File: config.mk
export PLATFORM = sky130hd
export DESIGN_NAME = opll_write_scheduler_flat
export DESIGN_NICKNAME = d
export VERILOG_FILES = /design/src/rtl/opll_sched_pkg.sv /design/src/rtl/opll_write_scheduler_if.sv /design/src/rtl/opll_cmd_fifo.sv /design/src/rtl/opll_write_scheduler.sv /design/src/flat_wrapper.sv
export SDC_FILE = /design/constraint.sdc
export NUM_CORES = 1
export LEC_CHECK = 0
export CAP_MARGIN = 25
export CELL_PAD_IN_SITES_DETAIL_PLACEMENT = 2
export CELL_PAD_IN_SITES_GLOBAL_PLACEMENT = 2
export CORE_MARGIN = 4
export CORE_UTILIZATION = 41
export DETAILED_ROUTE_END_ITERATION = 10
export HOLD_SLACK_MARGIN = 0.06
export PLACE_DENSITY = 0.87
export SLEW_MARGIN = 30
export SYNTH_ARGS = -nofsm -noshare
export SYNTH_HDL_FRONTEND = slang
export SYNTH_SLANG_ARGS = --single-unit
File: constraint.sdc
create_clock -name clk -period 3.3 [get_ports clk]
set_clock_uncertainty 0.05 [all_clocks]
set_input_delay 0.825 -clock clk [delete_from_list [all_inputs] [get_ports clk]]
set_output_delay 0.825 -clock clk [all_outputs]
set_load 0.01 [all_outputs]
File: src/rtl/opll_sched_pkg.sv
// rtl/opll_sched_pkg.sv - shared types and timing defaults for the OPLL write scheduler
package opll_sched_pkg;

    typedef enum logic [2:0] {
        IDLE,
        A_PULSE,
        A_WAIT,
        D_PULSE,
        D_WAIT
    } sched_state_t;

    localparam int OPLL_ADDR_WAIT = 12;
    localparam int OPLL_DATA_WAIT = 84;
    localparam int OPLL_WR_PULSE  = 2;

    typedef struct packed {
        logic [7:0] addr;
        logic [7:0] data;
    } opll_cmd_t;

    function automatic int max3(input int a, input int b, input int c);
        int m;
        m = a;
        if (b > m) m = b;
        if (c > m) m = c;
        return m;
    endfunction

endpackage

File: src/rtl/opll_write_scheduler_if.sv
// rtl/opll_write_scheduler_if.sv - host request and OPLL pin-bus bundle
interface opll_write_scheduler_if #(
    parameter int FIFO_DEPTH = 4
);
    localparam int LW = $clog2(FIFO_DEPTH + 1);

    logic          req_valid;
    logic          req_ready;
    logic [7:0]    req_addr;
    logic [7:0]    req_data;
    logic          hold;
    logic [7:0]    o_D;
    logic          o_A0;
    logic          o_WR_n;
    logic          o_CS_n;
    logic          busy;
    logic [LW-1:0] fifo_level;

    modport master (
        output req_valid, req_addr, req_data, hold,
        input  req_ready, o_D, o_A0, o_WR_n, o_CS_n, busy, fifo_level
    );

    modport slave (
        input  req_valid, req_addr, req_data, hold,
        output req_ready, o_D, o_A0, o_WR_n, o_CS_n, busy, fifo_level
    );

endinterface

File: src/rtl/opll_cmd_fifo.sv
// rtl/opll_cmd_fifo.sv - synchronous command FIFO, no bypass, async reset
module opll_cmd_fifo #(
    parameter int DEPTH = 4,
    parameter int WIDTH = 16
) (
    input  logic                           clk,
    input  logic                           rst,
    input  logic                           push,
    input  logic [WIDTH-1:0]               wdata,
    input  logic                           pop,
    output logic [WIDTH-1:0]               rdata,
    output logic                           full,
    output logic                           empty,
    output logic [$clog2(DEPTH+1)-1:0]     level
);
    localparam int AW = $clog2(DEPTH);
    localparam int LW = $clog2(DEPTH + 1);

    logic [WIDTH-1:0] mem [DEPTH];
    logic [AW-1:0]    wr_ptr;
    logic [AW-1:0]    rd_ptr;
    logic             do_push;
    logic             do_pop;

    assign full    = (level == LW'(DEPTH));
    assign empty   = (level == '0);
    assign do_push = push && !full;
    assign do_pop  = pop && !empty;
    assign rdata   = mem[rd_ptr];

    // Depth is a power of two, so pointers wrap naturally.
    always_ff @(posedge clk or posedge rst) begin
        if (rst) begin
            wr_ptr <= '0;
            rd_ptr <= '0;
            level  <= '0;
        end else begin
            if (do_push) wr_ptr <= wr_ptr + AW'(1);
            if (do_pop)  rd_ptr <= rd_ptr + AW'(1);
            if (do_push && !do_pop)      level <= level + LW'(1);
            else if (do_pop && !do_push) level <= level - LW'(1);
        end
    end

    always_ff @(posedge clk) begin
        if (do_push) mem[wr_ptr] <= wdata;
    end

endmodule

File: src/rtl/opll_write_scheduler.sv
// rtl/opll_write_scheduler.sv - queues host writes and replays them on the OPLL bus with chip wait times
module opll_write_scheduler
    import opll_sched_pkg::*;
#(
    parameter int FIFO_DEPTH = 4,
    parameter int WR_PULSE   = OPLL_WR_PULSE,
    parameter int ADDR_WAIT  = OPLL_ADDR_WAIT,
    parameter int DATA_WAIT  = OPLL_DATA_WAIT
) (
    input  logic                   clk,
    input  logic                   rst,
    opll_write_scheduler_if.slave  bus
);
    localparam int LW   = $clog2(FIFO_DEPTH + 1);
    localparam int CMAX = max3(WR_PULSE, ADDR_WAIT, DATA_WAIT);
    localparam int CW   = (CMAX > 1) ? $clog2(CMAX) : 1;

    localparam logic [CW-1:0] CNT_WR = CW'(WR_PULSE - 1);
    localparam logic [CW-1:0] CNT_AW = CW'(ADDR_WAIT - 1);
    localparam logic [CW-1:0] CNT_DW = CW'(DATA_WAIT - 1);

    sched_state_t  state, state_n;
    logic [CW-1:0] cnt, cnt_n;
    logic          pop;
    logic          full;
    logic          empty;
    logic [LW-1:0] level;
    logic [15:0]   head_raw;
    opll_cmd_t     head;
    opll_cmd_t     cur;

    logic [7:0]    d_q, d_n;
    logic          a0_q, a0_n;
    logic          wr_n_q, wr_n_n;
    logic          cs_n_q, cs_n_n;

    opll_cmd_fifo #(
        .DEPTH (FIFO_DEPTH),
        .WIDTH ($bits(opll_cmd_t))
    ) u_fifo (
        .clk   (clk),
        .rst   (rst),
        .push  (bus.req_valid && bus.req_ready),
        .wdata ({bus.req_addr, bus.req_data}),
        .pop   (pop),
        .rdata (head_raw),
        .full  (full),
        .empty (empty),
        .level (level)
    );

    assign head = head_raw;

    // Ready is held low for the whole reset window, independent of FIFO state.
    assign bus.req_ready  = !rst && !full;
    assign bus.fifo_level = level;
    assign bus.busy       = (state != IDLE) || !empty;
    assign bus.o_D        = d_q;
    assign bus.o_A0       = a0_q;
    assign bus.o_WR_n     = wr_n_q;
    assign bus.o_CS_n     = cs_n_q;

    always_comb begin
        state_n = state;
        cnt_n   = cnt;
        pop     = 1'b0;
        case (state)
            IDLE: begin
                if (!empty && !bus.hold) begin
                    pop     = 1'b1;
                    state_n = A_PULSE;
                    cnt_n   = CNT_WR;
                end
            end
            A_PULSE: begin
                if (cnt == '0) begin
                    state_n = A_WAIT;
                    cnt_n   = CNT_AW;
                end else begin
                    cnt_n = cnt - CW'(1);
                end
            end
            A_WAIT: begin
                if (cnt == '0) begin
                    state_n = D_PULSE;
                    cnt_n   = CNT_WR;
                end else begin
                    cnt_n = cnt - CW'(1);
                end
            end
            D_PULSE: begin
                if (cnt == '0) begin
                    state_n = D_WAIT;
                    cnt_n   = CNT_DW;
                end else begin
                    cnt_n = cnt - CW'(1);
                end
            end
            D_WAIT: begin
                if (cnt == '0) begin
                    // Chain straight into the next address pulse to keep the write period constant.
                    if (!empty && !bus.hold) begin
                        pop     = 1'b1;
                        state_n = A_PULSE;
                        cnt_n   = CNT_WR;
                    end else begin
                        state_n = IDLE;
                    end
                end else begin
                    cnt_n = cnt - CW'(1);
                end
            end
            default: begin
                state_n = IDLE;
            end
        endcase
    end

    // Bus values are computed for the state being entered so the pins are registered.
    always_comb begin
        d_n    = d_q;
        a0_n   = a0_q;
        wr_n_n = 1'b1;
        cs_n_n = 1'b1;
        case (state_n)
            A_PULSE: begin
                cs_n_n = 1'b0;
                wr_n_n = 1'b0;
                a0_n   = 1'b0;
                d_n    = pop ? head.addr : cur.addr;
            end
            D_PULSE: begin
                cs_n_n = 1'b0;
                wr_n_n = 1'b0;
                a0_n   = 1'b1;
                d_n    = cur.data;
            end
            default: begin
            end
        endcase
    end

    always_ff @(posedge clk or posedge rst) begin
        if (rst) begin
            state  <= IDLE;
            cnt    <= '0;
            cur    <= '0;
            d_q    <= '0;
            a0_q   <= 1'b0;
            wr_n_q <= 1'b1;
            cs_n_q <= 1'b1;
        end else begin
            state  <= state_n;
            cnt    <= cnt_n;
            if (pop) cur <= head;
            d_q    <= d_n;
            a0_q   <= a0_n;
            wr_n_q <= wr_n_n;
            cs_n_q <= cs_n_n;
        end
    end

endmodule

File: src/flat_wrapper.sv
// flat-port wrapper written by rule: the top's interface ports become plain ports
module opll_write_scheduler_flat import opll_sched_pkg::*;
#(
    parameter int FIFO_DEPTH = 4,
    parameter int WR_PULSE   = OPLL_WR_PULSE,
    parameter int ADDR_WAIT  = OPLL_ADDR_WAIT,
    parameter int DATA_WAIT  = OPLL_DATA_WAIT
)
  (clk, rst, bus_req_valid, bus_req_addr, bus_req_data, bus_hold, bus_req_ready, bus_o_D, bus_o_A0, bus_o_WR_n, bus_o_CS_n, bus_busy, bus_fifo_level);
  opll_write_scheduler_if #(.FIFO_DEPTH(FIFO_DEPTH)) bus_i ();
  input  logic clk;
  input  logic rst;
  input wire logic [$bits(bus_i.req_valid)-1:0] bus_req_valid;
  input wire logic [$bits(bus_i.req_addr)-1:0] bus_req_addr;
  input wire logic [$bits(bus_i.req_data)-1:0] bus_req_data;
  input wire logic [$bits(bus_i.hold)-1:0] bus_hold;
  output wire logic [$bits(bus_i.req_ready)-1:0] bus_req_ready;
  output wire logic [$bits(bus_i.o_D)-1:0] bus_o_D;
  output wire logic [$bits(bus_i.o_A0)-1:0] bus_o_A0;
  output wire logic [$bits(bus_i.o_WR_n)-1:0] bus_o_WR_n;
  output wire logic [$bits(bus_i.o_CS_n)-1:0] bus_o_CS_n;
  output wire logic [$bits(bus_i.busy)-1:0] bus_busy;
  output wire logic [$bits(bus_i.fifo_level)-1:0] bus_fifo_level;
  assign bus_i.req_valid = bus_req_valid;
  assign bus_i.req_addr = bus_req_addr;
  assign bus_i.req_data = bus_req_data;
  assign bus_i.hold = bus_hold;
  assign bus_req_ready = bus_i.req_ready;
  assign bus_o_D = bus_i.o_D;
  assign bus_o_A0 = bus_i.o_A0;
  assign bus_o_WR_n = bus_i.o_WR_n;
  assign bus_o_CS_n = bus_i.o_CS_n;
  assign bus_busy = bus_i.busy;
  assign bus_fifo_level = bus_i.fifo_level;
  opll_write_scheduler #(.FIFO_DEPTH(FIFO_DEPTH), .WR_PULSE(WR_PULSE), .ADDR_WAIT(ADDR_WAIT), .DATA_WAIT(DATA_WAIT)) u_core (.clk(clk), .rst(rst), .bus(bus_i));
endmodule
==> results of run 1 <==
==> per-layer routing <==
| metal | track usage, % | vias to the layer above | wire (µm) |
|---|---|---|---|
| li1 | - | 1250 | - |
| met1 | 21.8 | 1467 | 4630 |
| met2 | 33.8 | 41 | 6000 |
| met3 | 4.44 | 17 | 274 |
| met4 | 5.86 | 0 | 240 |
| met5 | 0 | - | 0 |
==> final timing paths <==
kind / end / slack [ns] / depth (start not counted)
min in group asynchronous: u_core.u_fifo.level[0] / 0.91 / 3
max in group asynchronous: u_core.bus.o_WR_n / 1.90 / 3
worst min-delay path: u_core.cur[5] / 0.47 / 1
worst max register to register: u_core.u_fifo.level[2] / 0.58 / 12
worst min register to register: u_core.cur[5] / 0.47 / 1
worst max-delay path: bus_req_ready / 0.25 / 3
==> metrics by stage <==
step                util, %  cell area, µm²
finish                 49.9            5480
global route           49.9            5480
CTS                    49.9            5480
detailed placement     47.2            5180
global placement       47.2            5180
floorplan                 -            4670
==> cell type report <==
type	instances	area, µm²
tap	140	175
clock buffer	10	229
multi-input combinational	176	1530
inverter	11	56.3
timing repair buffer	44	418
clock inverter	6	67.6
sequential	107	3000
fill	1007	5510
==> worst register-to-register path, stage by stage, from the launching register on <==
cell,delay (ns)
sky130_fd_sc_hd__dfrtp_1,0.43
sky130_fd_sc_hd__inv_1,0.09
sky130_fd_sc_hd__ha_1,0.26
sky130_fd_sc_hd__nor2b_1,0.22
sky130_fd_sc_hd__a21oi_4,0.39
sky130_fd_sc_hd__nor2_8,0.06
sky130_fd_sc_hd__inv_4,0.07
sky130_fd_sc_hd__ha_1,0.17
sky130_fd_sc_hd__inv_1,0.06
sky130_fd_sc_hd__fa_1,0.37
sky130_fd_sc_hd__xor2_1,0.17
sky130_fd_sc_hd__nor2_1,0.15
sky130_fd_sc_hd__xor2_1,0.17
==> logic make-up (layout without fill, tap and decap cells) <==
group | Yosys count | count (layout) | share of synthesized area (%)
fa+ha+maj | 8 | 8 | 2.31
simple gates | 77 | 77 | 9.28
buf+inv | 24 | 71 | 2.90
xor+xnor | 7 | 7 | 1.31
compound gates | 57 | 57 | 9.49
mux | 27 | 27 | 10.4
flops | 107 | 107 | 64.3
==> cell usage in the layout, fill, tap and decap left out, drive strengths merged, types with 5 or more instances in the layout <==
cell type	synthesis	routed
nor2	13	13
dfrtp	42	42
nand2	19	19
o2bb2ai	9	9
nor3	7	7
xnor2	5	5
ha	7	7
nand3	10	10
clkdlybuf4s50	0	35
mux2	10	10
o21ai	26	26
edfxtp	64	64
and3	13	13
clkbuf	4	10
inv	11	13
a21oi	5	5
buf	9	9
mux4	16	16
==> power by group through the flow <==
| stage | clock [µW] | sequential [µW] | combinational, µW |
|---|---|---|---|
| 3_3_place_gp | 0 | 1620 | 313 |
| 6_report | 1050 | 1610 | 327 |
| 4_1_cts | 1080 | 1610 | 337 |
| 5_1_grt | 1140 | 1620 | 361 |
| 2_1_floorplan | 0 | 1620 | 161 |
| 3_5_place_dp | 0 | 1630 | 334 |
==> flip-flops by register name (all words and copies together) (netlist names) <==
signal / flops
u_core.bus.o_A0: 1
u_core.bus.o_D: 8
u_core.bus.o_WR_n: 1
u_core.cnt: 7
u_core.cur: 16
u_core.state: 3
u_core.u_fifo.level: 3
u_core.u_fifo.mem: 64
u_core.u_fifo.rd_ptr: 2
u_core.u_fifo.wr_ptr: 2
==> flow_summary.toml, run 1 <==
[global_route]
grt-ovfl-total = 0
maximum_number_of_pins_on_one_net_before_global_route_repair = 44
antenna_found_initial = 0
grt_use_total_pct = 18.7
grt_pass1_vias = 3177
grt_pass1_wl_um = 18100

[floorplan]
floorplan.initialDensity_pct = 42.5
rows = 38
chipHeight_um = 115
design.core.area_um2 = 11000
chipWidth_um = 115
io_pins = 36
design.die.area_um2 = 13200

[worst_setup_path]
longest_individual_stage_delay_on_the_worst_path_ns = 0.61
critical_path.startpoint_type = "input pin"
critPathMaxFanout = 6
critPathArrivalTime_ns = 2.18
end_kind = "output pin"
critPathKind = "in2out"
critical_path.slowest_cell = "sky130_fd_sc_hd__clkdlybuf4s50_1"
path_delay_family = "buffers and inverters"
cp_common_cell = "sky130_fd_sc_hd__clkdlybuf4s50_1"
worstSetupStartpoint = "rst"
cp.required_ns = 2.42
cp_num_buf_inv = 2
rr_startpoint = "u_core.cnt[0]"
path_cells = "clkdlybuf4s50_1 -> a21oi_1 -> clkdlybuf4s50_1"

[clock_network]
cts_clk_pin_slew_worst_paths_ns = 0.07
ctsRootBufferMaster = "sky130_fd_sc_hd__clkbuf_16"
post-cts-setup-buffer-count = 0
clockBufferDepth = 2
cts-hold-fix-buffers = 0
cts.sink_count = 107
htree_num_levels = 3
cts-resized-gates = 0
insertion_delay_ns = 0.35
cts_tree = "done"
numCtsBuffers = 9

[worst_hold_path]
min-delay-path-class = "reg2reg"
worstHoldStart = "u_core.cur[5]"

[drt]
route.antenna.remaining_nets = 0
drt_first_pass_iters = 4
drc_errors_left = 0
dr_total_vias = 2775
detail_route.vias_per_cell = 5.62
drtIter0Drc = 181
route.final.wire_length_um = 11100
post_drt_wl_per_cell_um = 22.6

[final_layout]
fraction_of_layout_instances_using_a_drive_strength_above_1_pct = 20.1
num_antenna_cells = 0
stdcell_count = 494
synthToLayoutAreaGrowth_pct = 17.4
finish.net_count = 377

[timing]
finalHoldViolCount = 0
slew_headroom_pct = 42.5
fin_worst_hold_slack_ns = 0.471
rsz_0062_raised_after_global_routing = "no"
finalWorstSetupSlack_ns = 0.249
setup_violations = 0
fin_tns_setup_ns = 0
timing.fmax_mhz = 328
final.min_clock_period_ns = 3.05
min_period_over_period_pct = 92.5
timing_worst_slew_pin_value_ns = 0.862
timing_max_transition_violations_final = 0

[flow_run]
drv_cap = 0

[place]
routabilityCongestion = 0.778
place.detailed.instances = 478
dpl.hpwl_um = 7550
placement.setup.worst_slack_ns = 0.150
io_buffers = 35

[yosys]
syn_inst = 307
postSynth.asyncResetShare_pct = 40.2
yosys-top-cells-count = "64 x sky130_fd_sc_hd__edfxtp_1, 42 x sky130_fd_sc_hd__dfrtp_1, 18 x sky130_fd_sc_hd__nand2_1"
synth_sequential_area_ratio_pct = 64.3
yosys.cell_count.top_type = "sky130_fd_sc_hd__edfxtp_1"
synth_warnings = 0
synth.avg_cell_area_um2 = 15.2
synth.top_cell.area_share_pct = 41.2
syn-num-nets = 335
synth_area_um2 = 4670
ranking_of_synthesized_cells_by_area = "sky130_fd_sc_hd__edfxtp_1 41%, sky130_fd_sc_hd__dfrtp_1 23%, sky130_fd_sc_hd__mux4_2 7.7%"
synth.distinct_cells = 55
yosys_register_bits = 107
most_used_flip_flop_cell_after_synthesis = "sky130_fd_sc_hd__edfxtp_1"
synth_largest_area_cell = "sky130_fd_sc_hd__edfxtp_1"
synth-edff-count = 64

[power_and_ir_drop]
share_comb_of_total_power_pct = 10.9
p_leak_uw = 0.00203
p_int_uw = 2220
power.net_switching_uw = 763
power.sequential.fraction_pct = 53.8
power.density_nw_per_um2 = 545
power_switching_share_pct = 25.6
total_power_uw = 2990
pwr-share-clk_pct = 35.2
vdd_ir_drop_max_mv = 0.507

[status]
outcome = "finished clean"
No activity file was read; power rests on OpenSTA's default activity.
==> run 2, diff against run 1 <==
--- a/config.mk
+++ b/config.mk
@@ -5,14 +5,16 @@
 export SDC_FILE = /design/constraint.sdc
 export NUM_CORES = 1
 export LEC_CHECK = 0
-export CAP_MARGIN = 25
+export CAP_MARGIN = 20
 export CELL_PAD_IN_SITES_DETAIL_PLACEMENT = 2
 export CELL_PAD_IN_SITES_GLOBAL_PLACEMENT = 2
 export CORE_MARGIN = 4
 export CORE_UTILIZATION = 41
 export DETAILED_ROUTE_END_ITERATION = 10
+export DONT_BUFFER_PORTS = 1
+export GPL_TIMING_DRIVEN = 0
 export HOLD_SLACK_MARGIN = 0.06
-export PLACE_DENSITY = 0.87
+export PLACE_DENSITY = 0.81
 export SLEW_MARGIN = 30
 export SYNTH_ARGS = -nofsm -noshare
 export SYNTH_HDL_FRONTEND = slang
==> flow_summary.toml, run 2 (synthesis results as in run 1) <==
[status]
outcome = "finished clean"

[timing]
min_period_over_period_pct = 86.0
setup_violations = 0
timing_worst_slew_pin_value_ns = 0.937
finalHoldViolCount = 0
timing.fmax_mhz = 352
final.min_clock_period_ns = 2.84
timing_max_transition_violations_final = 0
slew_headroom_pct = 37.5
rsz_0062_raised_after_global_routing = "no"
fin_tns_setup_ns = 0

[worst_setup_path]
rr_startpoint = "u_core.cnt[1]"
critPathKind = "reg2reg"
critPathMaxFanout = 10
r2r_slack_ns = 0.46
path_delay_family = "adder cells"
critical_path.slowest_cell = "sky130_fd_sc_hd__nor2b_1"
end_kind = "register"
reg2reg_depth = 10
path_cells = "inv_1 -> ha_1 -> nor2b_1 -> a21oi_4 -> nor2_8 -> inv_4 -> ha_1 -> inv_1 -> fa_1 -> mux2_2"
critPathArrivalTime_ns = 3.04
cp_num_buf_inv = 3
worstSetupStartpoint = "u_core.cnt[1]"
r2r_end = "u_core.u_fifo.level[1]"
critical_path.startpoint_type = "register"
cp.required_ns = 3.50
timing.critical_path.depth = 10
longest_individual_stage_delay_on_the_worst_path_ns = 0.44
crit_end = "u_core.u_fifo.level[1]"

[floorplan]
design.die.area_um2 = 13200
io_pins = 36
floorplan.initialDensity_pct = 42.5
rows = 38
design.core.area_um2 = 11000
chipHeight_um = 115
chipWidth_um = 115

[global_route]
grt_pass1_wl_um = 17500
grt_use_met3_pct = 4.28
grt_use_total_pct = 17.8
globalRouteMet2Util_pct = 31.5
grt_pass1_vias = 3019
antenna_found_initial = 0
busiest_layer = "met2"
grt_met1_use_pct = 22.0
grt-ovfl-total = 0
maximum_number_of_pins_on_one_net_before_global_route_repair = 24

[final_layout]
max_reg_flops = 64
utilization_pct = 47.1
stdcell_count = 464
layout.cells.most_common_list = "64 x sky130_fd_sc_hd__edfxtp_1, 42 x sky130_fd_sc_hd__dfrtp_1, 18 x sky130_fd_sc_hd__nand2_1"
layout.filler_cells = 1004
fraction_of_layout_instances_using_a_drive_strength_above_1_pct = 22.5
finish.net_count = 347
most_frequent_standard_cell_in_the_layout_excluding_fill_and_tap_cells = "sky130_fd_sc_hd__edfxtp_1"
multiInputGateArea_um2 = 1530
num_antenna_cells = 0
synthToLayoutAreaGrowth_pct = 10.8
regArea_um2 = 3000
regMostFlops = "u_core.u_fifo.mem"
design_area_um2 = 5170

[power_and_ir_drop]
vdd_ir_drop_max_mv = 0.337
power.density_nw_per_um2 = 564
p_leak_uw = 0.00192

[drt]
post_drt_wl_per_cell_um = 23.1
drt_first_pass_iters = 4
drc_errors_left = 0
route.final.wire_length_um = 10700
detail_route.vias_per_cell = 5.70
route.antenna.remaining_nets = 0
dr_total_vias = 2644
drtIter0Drc = 116

[clock_network]
clockBufferDepth = 2
numCtsBuffers = 9
cts_tree = "done"
cts_clk_pin_slew_worst_paths_ns = 0.08
ctsRootBufferMaster = "sky130_fd_sc_hd__clkbuf_16"
cts.sink_count = 107
post-cts-setup-buffer-count = 0
insertion_delay_ns = 0.36
htree_num_levels = 3
cts-resized-gates = 0
cts-hold-fix-buffers = 0

[place]
detailed_place.area_um2 = 4870
place.detailed.instances = 448
io_buffers = 0
dpl.hpwl_um = 7230
routabilityCongestion = 0.849

[worst_hold_path]
min-delay-path-class = "in2async"

[flow_run]
drv_cap = 0
## run 2: cell count changes in the layout (fill, tap and decap cells not counted), sizes merged
cell	change
clkbuf	+3
buf	+1
inv	+2
clkdlybuf4s50	-35
clkinv	-1
## run 2: how the worst min path moves through the flow
| stage | endpoint | depth (start not counted) | slack, ns |
|---|---|---|---|
| after CTS | u_core.u_fifo.level[1] | 1 | 0.33 |
| after global routing | u_core.cnt[0] | 1 | 0.35 |
| after global placement | u_core.cur[12] | 2 | 0.44 |
| final | u_core.u_fifo.level[1] | 1 | 0.32 |
| after detailed placement | u_core.cur[4] | 1 | 0.45 |
| after floorplan | u_core.cur[10] | 2 | 0.42 |
## run 2: stage by stage
step                      worst slack, ns  hold WS, ns  power (µW)
final                               0.461        0.318        2920
after global placement              0.547        0.442        1850
after detailed placement            0.406        0.454        1880
after floorplan                     0.738        0.422        1780
after global routing                0.266        0.350        3060
after CTS                           0.446        0.330        2950
## run 2: report_power, final
group / internal [µW] / switching [µW] / leakage (µW)
registers: 1540 / 76.9 / 0.00115
clock network: 540 / 530 / 0.000149
logic: 85.5 / 141 / 0.000625
total: 2170 / 749 / 0.00192
## run 2: final cells by class
| cell class | instances | share of cell area [%] |
|---|---|---|
| buffer | 13 | 1.52 |
| clock buffer | 9 | 4.36 |
| clock inverter | 7 | 1.48 |
| inverter | 11 | 1.09 |
| multi-input combinational | 176 | 29.6 |
| sequential | 107 | 58.0 |
| tap | 140 | 3.39 |
| timing repair buffer | 1 | 0.532 |
## run 2: metal layers
layer  vias to the layer above  share of wire, %
li1                       1193                 -
met1                      1396                41
met2                        42                54
met3                        13               4.1
met4                         0               1.2
met5                         -                 0
==> run 3, diff against run 2 <==
--- a/config.mk
+++ b/config.mk
@@ -5,7 +5,7 @@
 export SDC_FILE = /design/constraint.sdc
 export NUM_CORES = 1
 export LEC_CHECK = 0
-export CAP_MARGIN = 20
+export CAP_MARGIN = 15
 export CELL_PAD_IN_SITES_DETAIL_PLACEMENT = 2
 export CELL_PAD_IN_SITES_GLOBAL_PLACEMENT = 2
 export CORE_MARGIN = 4
@@ -18,4 +18,5 @@
 export SLEW_MARGIN = 30
 export SYNTH_ARGS = -nofsm -noshare
 export SYNTH_HDL_FRONTEND = slang
+export SYNTH_HIERARCHICAL = 1
 export SYNTH_SLANG_ARGS = --single-unit
==> flow_summary.toml, run 3 <==
[worst_setup_path]
critical_path.startpoint_type = "register"
r2r_slack_ns = 0.10
path_cells = "inv_1 -> ha_1 -> nor4b_4 -> nand2_4 -> a21o_1 -> buf_6 -> buf_8 -> inv_1 -> nand2b_1 -> ha_1 -> inv_1 -> fa_1 -> mux2_2"
cp_common_cell = "sky130_fd_sc_hd__inv_1"
critical_path.slowest_cell = "sky130_fd_sc_hd__dfrtp_2"
path_delay_family = "adder cells"
cp.required_ns = 3.48
critPathMaxFanout = 10
cp_num_buf_inv = 5
end_kind = "register"
longest_individual_stage_delay_on_the_worst_path_ns = 0.44
critPathArrivalTime_ns = 3.38
critPathKind = "reg2reg"

[drt]
route.final.wire_length_um = 10900
detail_route.vias_per_cell = 5.53
route.antenna.remaining_nets = 0
drt_first_pass_iters = 5
drc_errors_left = 0
post_drt_wl_per_cell_um = 23.3
dr_total_vias = 2579
drtIter0Drc = 149

[timing]
setup_violations = 0
timing_max_transition_violations_final = 0
slew_headroom_pct = 62.2
final.min_clock_period_ns = 3.20
timing.fmax_mhz = 313
timing_worst_slew_pin_value_ns = 0.562
min_period_over_period_pct = 96.9
fin_tns_setup_ns = 0
finalHoldViolCount = 0
fin_worst_hold_slack_ns = 0.229

[final_layout]
layout.filler_cells = 1091
utilization_pct = 46.3
regMostFlops = "u_core/u_fifo/mem"
synthToLayoutAreaGrowth_pct = 10.4
fraction_of_layout_instances_using_a_drive_strength_above_1_pct = 25.7
layout.cells.most_common_list = "64 x sky130_fd_sc_hd__edfxtp_1, 41 x sky130_fd_sc_hd__dfrtp_1, 26 x sky130_fd_sc_hd__nor2_1"
most_frequent_standard_cell_in_the_layout_excluding_fill_and_tap_cells = "sky130_fd_sc_hd__edfxtp_1"
finish.net_count = 346
num_antenna_cells = 0
max_reg_flops = 64

[yosys]
synth.avg_cell_area_um2 = 15.8
yosys.cell_count.top_type = "sky130_fd_sc_hd__edfxtp_1"
synth_sequential_area_ratio_pct = 62.4
ranking_of_synthesized_cells_by_area = "sky130_fd_sc_hd__edfxtp_1 40%, sky130_fd_sc_hd__dfrtp_1 22%, sky130_fd_sc_hd__mux4_1 4.4%"
yosys_register_bits = 107
synth_largest_area_cell = "sky130_fd_sc_hd__edfxtp_1"
synth-edff-count = 64
synth_warnings = 6
postSynth.asyncResetShare_pct = 40.2
most_used_flip_flop_cell_after_synthesis = "sky130_fd_sc_hd__edfxtp_1"
synth_area_um2 = 4810
synth.distinct_cells = 59
syn-num-nets = 333
yosys-top-cells-count = "64 x sky130_fd_sc_hd__edfxtp_1, 42 x sky130_fd_sc_hd__dfrtp_1, 26 x sky130_fd_sc_hd__nor2_1"
syn_inst = 305
synth.top_cell.area_share_pct = 40.0

[global_route]
antenna_found_initial = 0
grt_pass1_wl_um = 17300
grt_pass1_vias = 2914
grt_use_total_pct = 17.3
grt-ovfl-total = 0
maximum_number_of_pins_on_one_net_before_global_route_repair = 29

[clock_network]
cts.sink_count = 107
cts_tree = "done"
cts-hold-fix-buffers = 0
clockBufferDepth = 2
ctsRootBufferMaster = "sky130_fd_sc_hd__clkbuf_16"
numCtsBuffers = 9
insertion_delay_ns = 0.35
cts_clk_pin_slew_worst_paths_ns = 0.08
htree_num_levels = 3

[floorplan]
rows = 39
chipWidth_um = 116
io_pins = 36
floorplan.initialDensity_pct = 41.9
chipHeight_um = 116
design.die.area_um2 = 13500
design.core.area_um2 = 11500

[power_and_ir_drop]
power.density_nw_per_um2 = 913
p_leak_uw = 0.00211
vdd_ir_drop_max_mv = 0.424

[place]
dpl.hpwl_um = 7410
routabilityCongestion = 0.793
io_buffers = 0

[status]
outcome = "finished clean"

[flow_run]
drv_cap = 0

[worst_hold_path]
min-delay-path-class = "in2async"
[run 3: changes by cell type in the layout (fill, tap and decap cells not counted), sizes merged, moves of 7 or more]
cell,previous run,this run
mux2i,1,8
o21ai,26,5
a221oi,0,8
o2bb2ai,9,0
nor2,13,27
nand3,10,1
inv,15,22
and3,13,1
[run 3: worst reg2reg max path, delay by kind of cell, from the launching register on]
kind	cells	cell delay (ns)
muxes	1	0.28
and+or+nand+nor	3	0.64
adders and majority gates	3	0.86
AOI/OAI and AO/OA	1	0.22
DFF	1	0.44
buffers and inverters	5	0.57
[run 3: logic make-up after synthesis]
kind of cell | Yosys count | synth area share [%]
AOI/OAI and AO/OA | 37 | 6.89
xor gates and xnor gates | 8 | 1.46
adders and majority gates | 8 | 2.24
buffers and inverters | 37 | 5.10
DFF | 107 | 62.4
muxes | 36 | 13.4
and+or+nand+nor | 72 | 8.51
[run 3: path summary, 6_finish.rpt]
check	start	to	cells past startpoint
worst max-delay path	u_core/cnt[0]	u_core/u_fifo/level[1]	13
worst min-delay path	rst	u_core/cnt[2]	1
worst max register to register	u_core/cnt[0]	u_core/u_fifo/level[1]	13
worst min register to register	u_core/cur[9]	u_core/cur[9]	2
max in group asynchronous	rst	u_core/cur[10]	2
min in group clk	u_core/cur[9]	u_core/cur[9]	2
[run 3: area by class of cell]
class,instances,area [µm²],share of cell area [%]
multi-input combinational,161,1580,29.8
buffer,18,174,3.28
clock inverter,7,50.0,0.943
clock buffer,9,225,4.24
tap,143,179,3.37
timing repair buffer,2,27.5,0.519
sequential,107,3000,56.5
inverter,19,71.3,1.34
[run 3: per-stage QoR]
step	instance area, µm²	instances	total power [µW]	setup WS, ns
floorplan	4810	305	3360	0.324
global placement	4990	448	3680	-0.0803
detailed placement	5010	449	3830	-0.193
CTS	5290	465	4890	0.0365
global route	5310	466	5140	-0.0385
finish	5310	466	4850	0.101
[run 3: power breakdown]
group	switching, µW	internal (µW)	leakage [µW]
combinational	903	852	0.000878
clock	492	519	0.000141
sequential	300	1780	0.00109
total	1690	3150	0.00211
[run 3: metal layers]
layer  global-route usage, %  part of all wire, %  vias to the layer above
li1                        -                    -                     1158
met1                    21.7                   43                     1364
met2                    29.4                   51                       45
met3                    4.25                  4.5                       12
met4                    6.03                  1.5                        0
met5                       0                    0                        -
[run 3: timing repair]
item / CTS / global route
setup buffers: 0 / 1
endpoints found under the hold margin: 0 / 0
gates resized for setup: 1 / 3
setup endpoints to repair: 2 / 2
pin swaps: 0 / 0
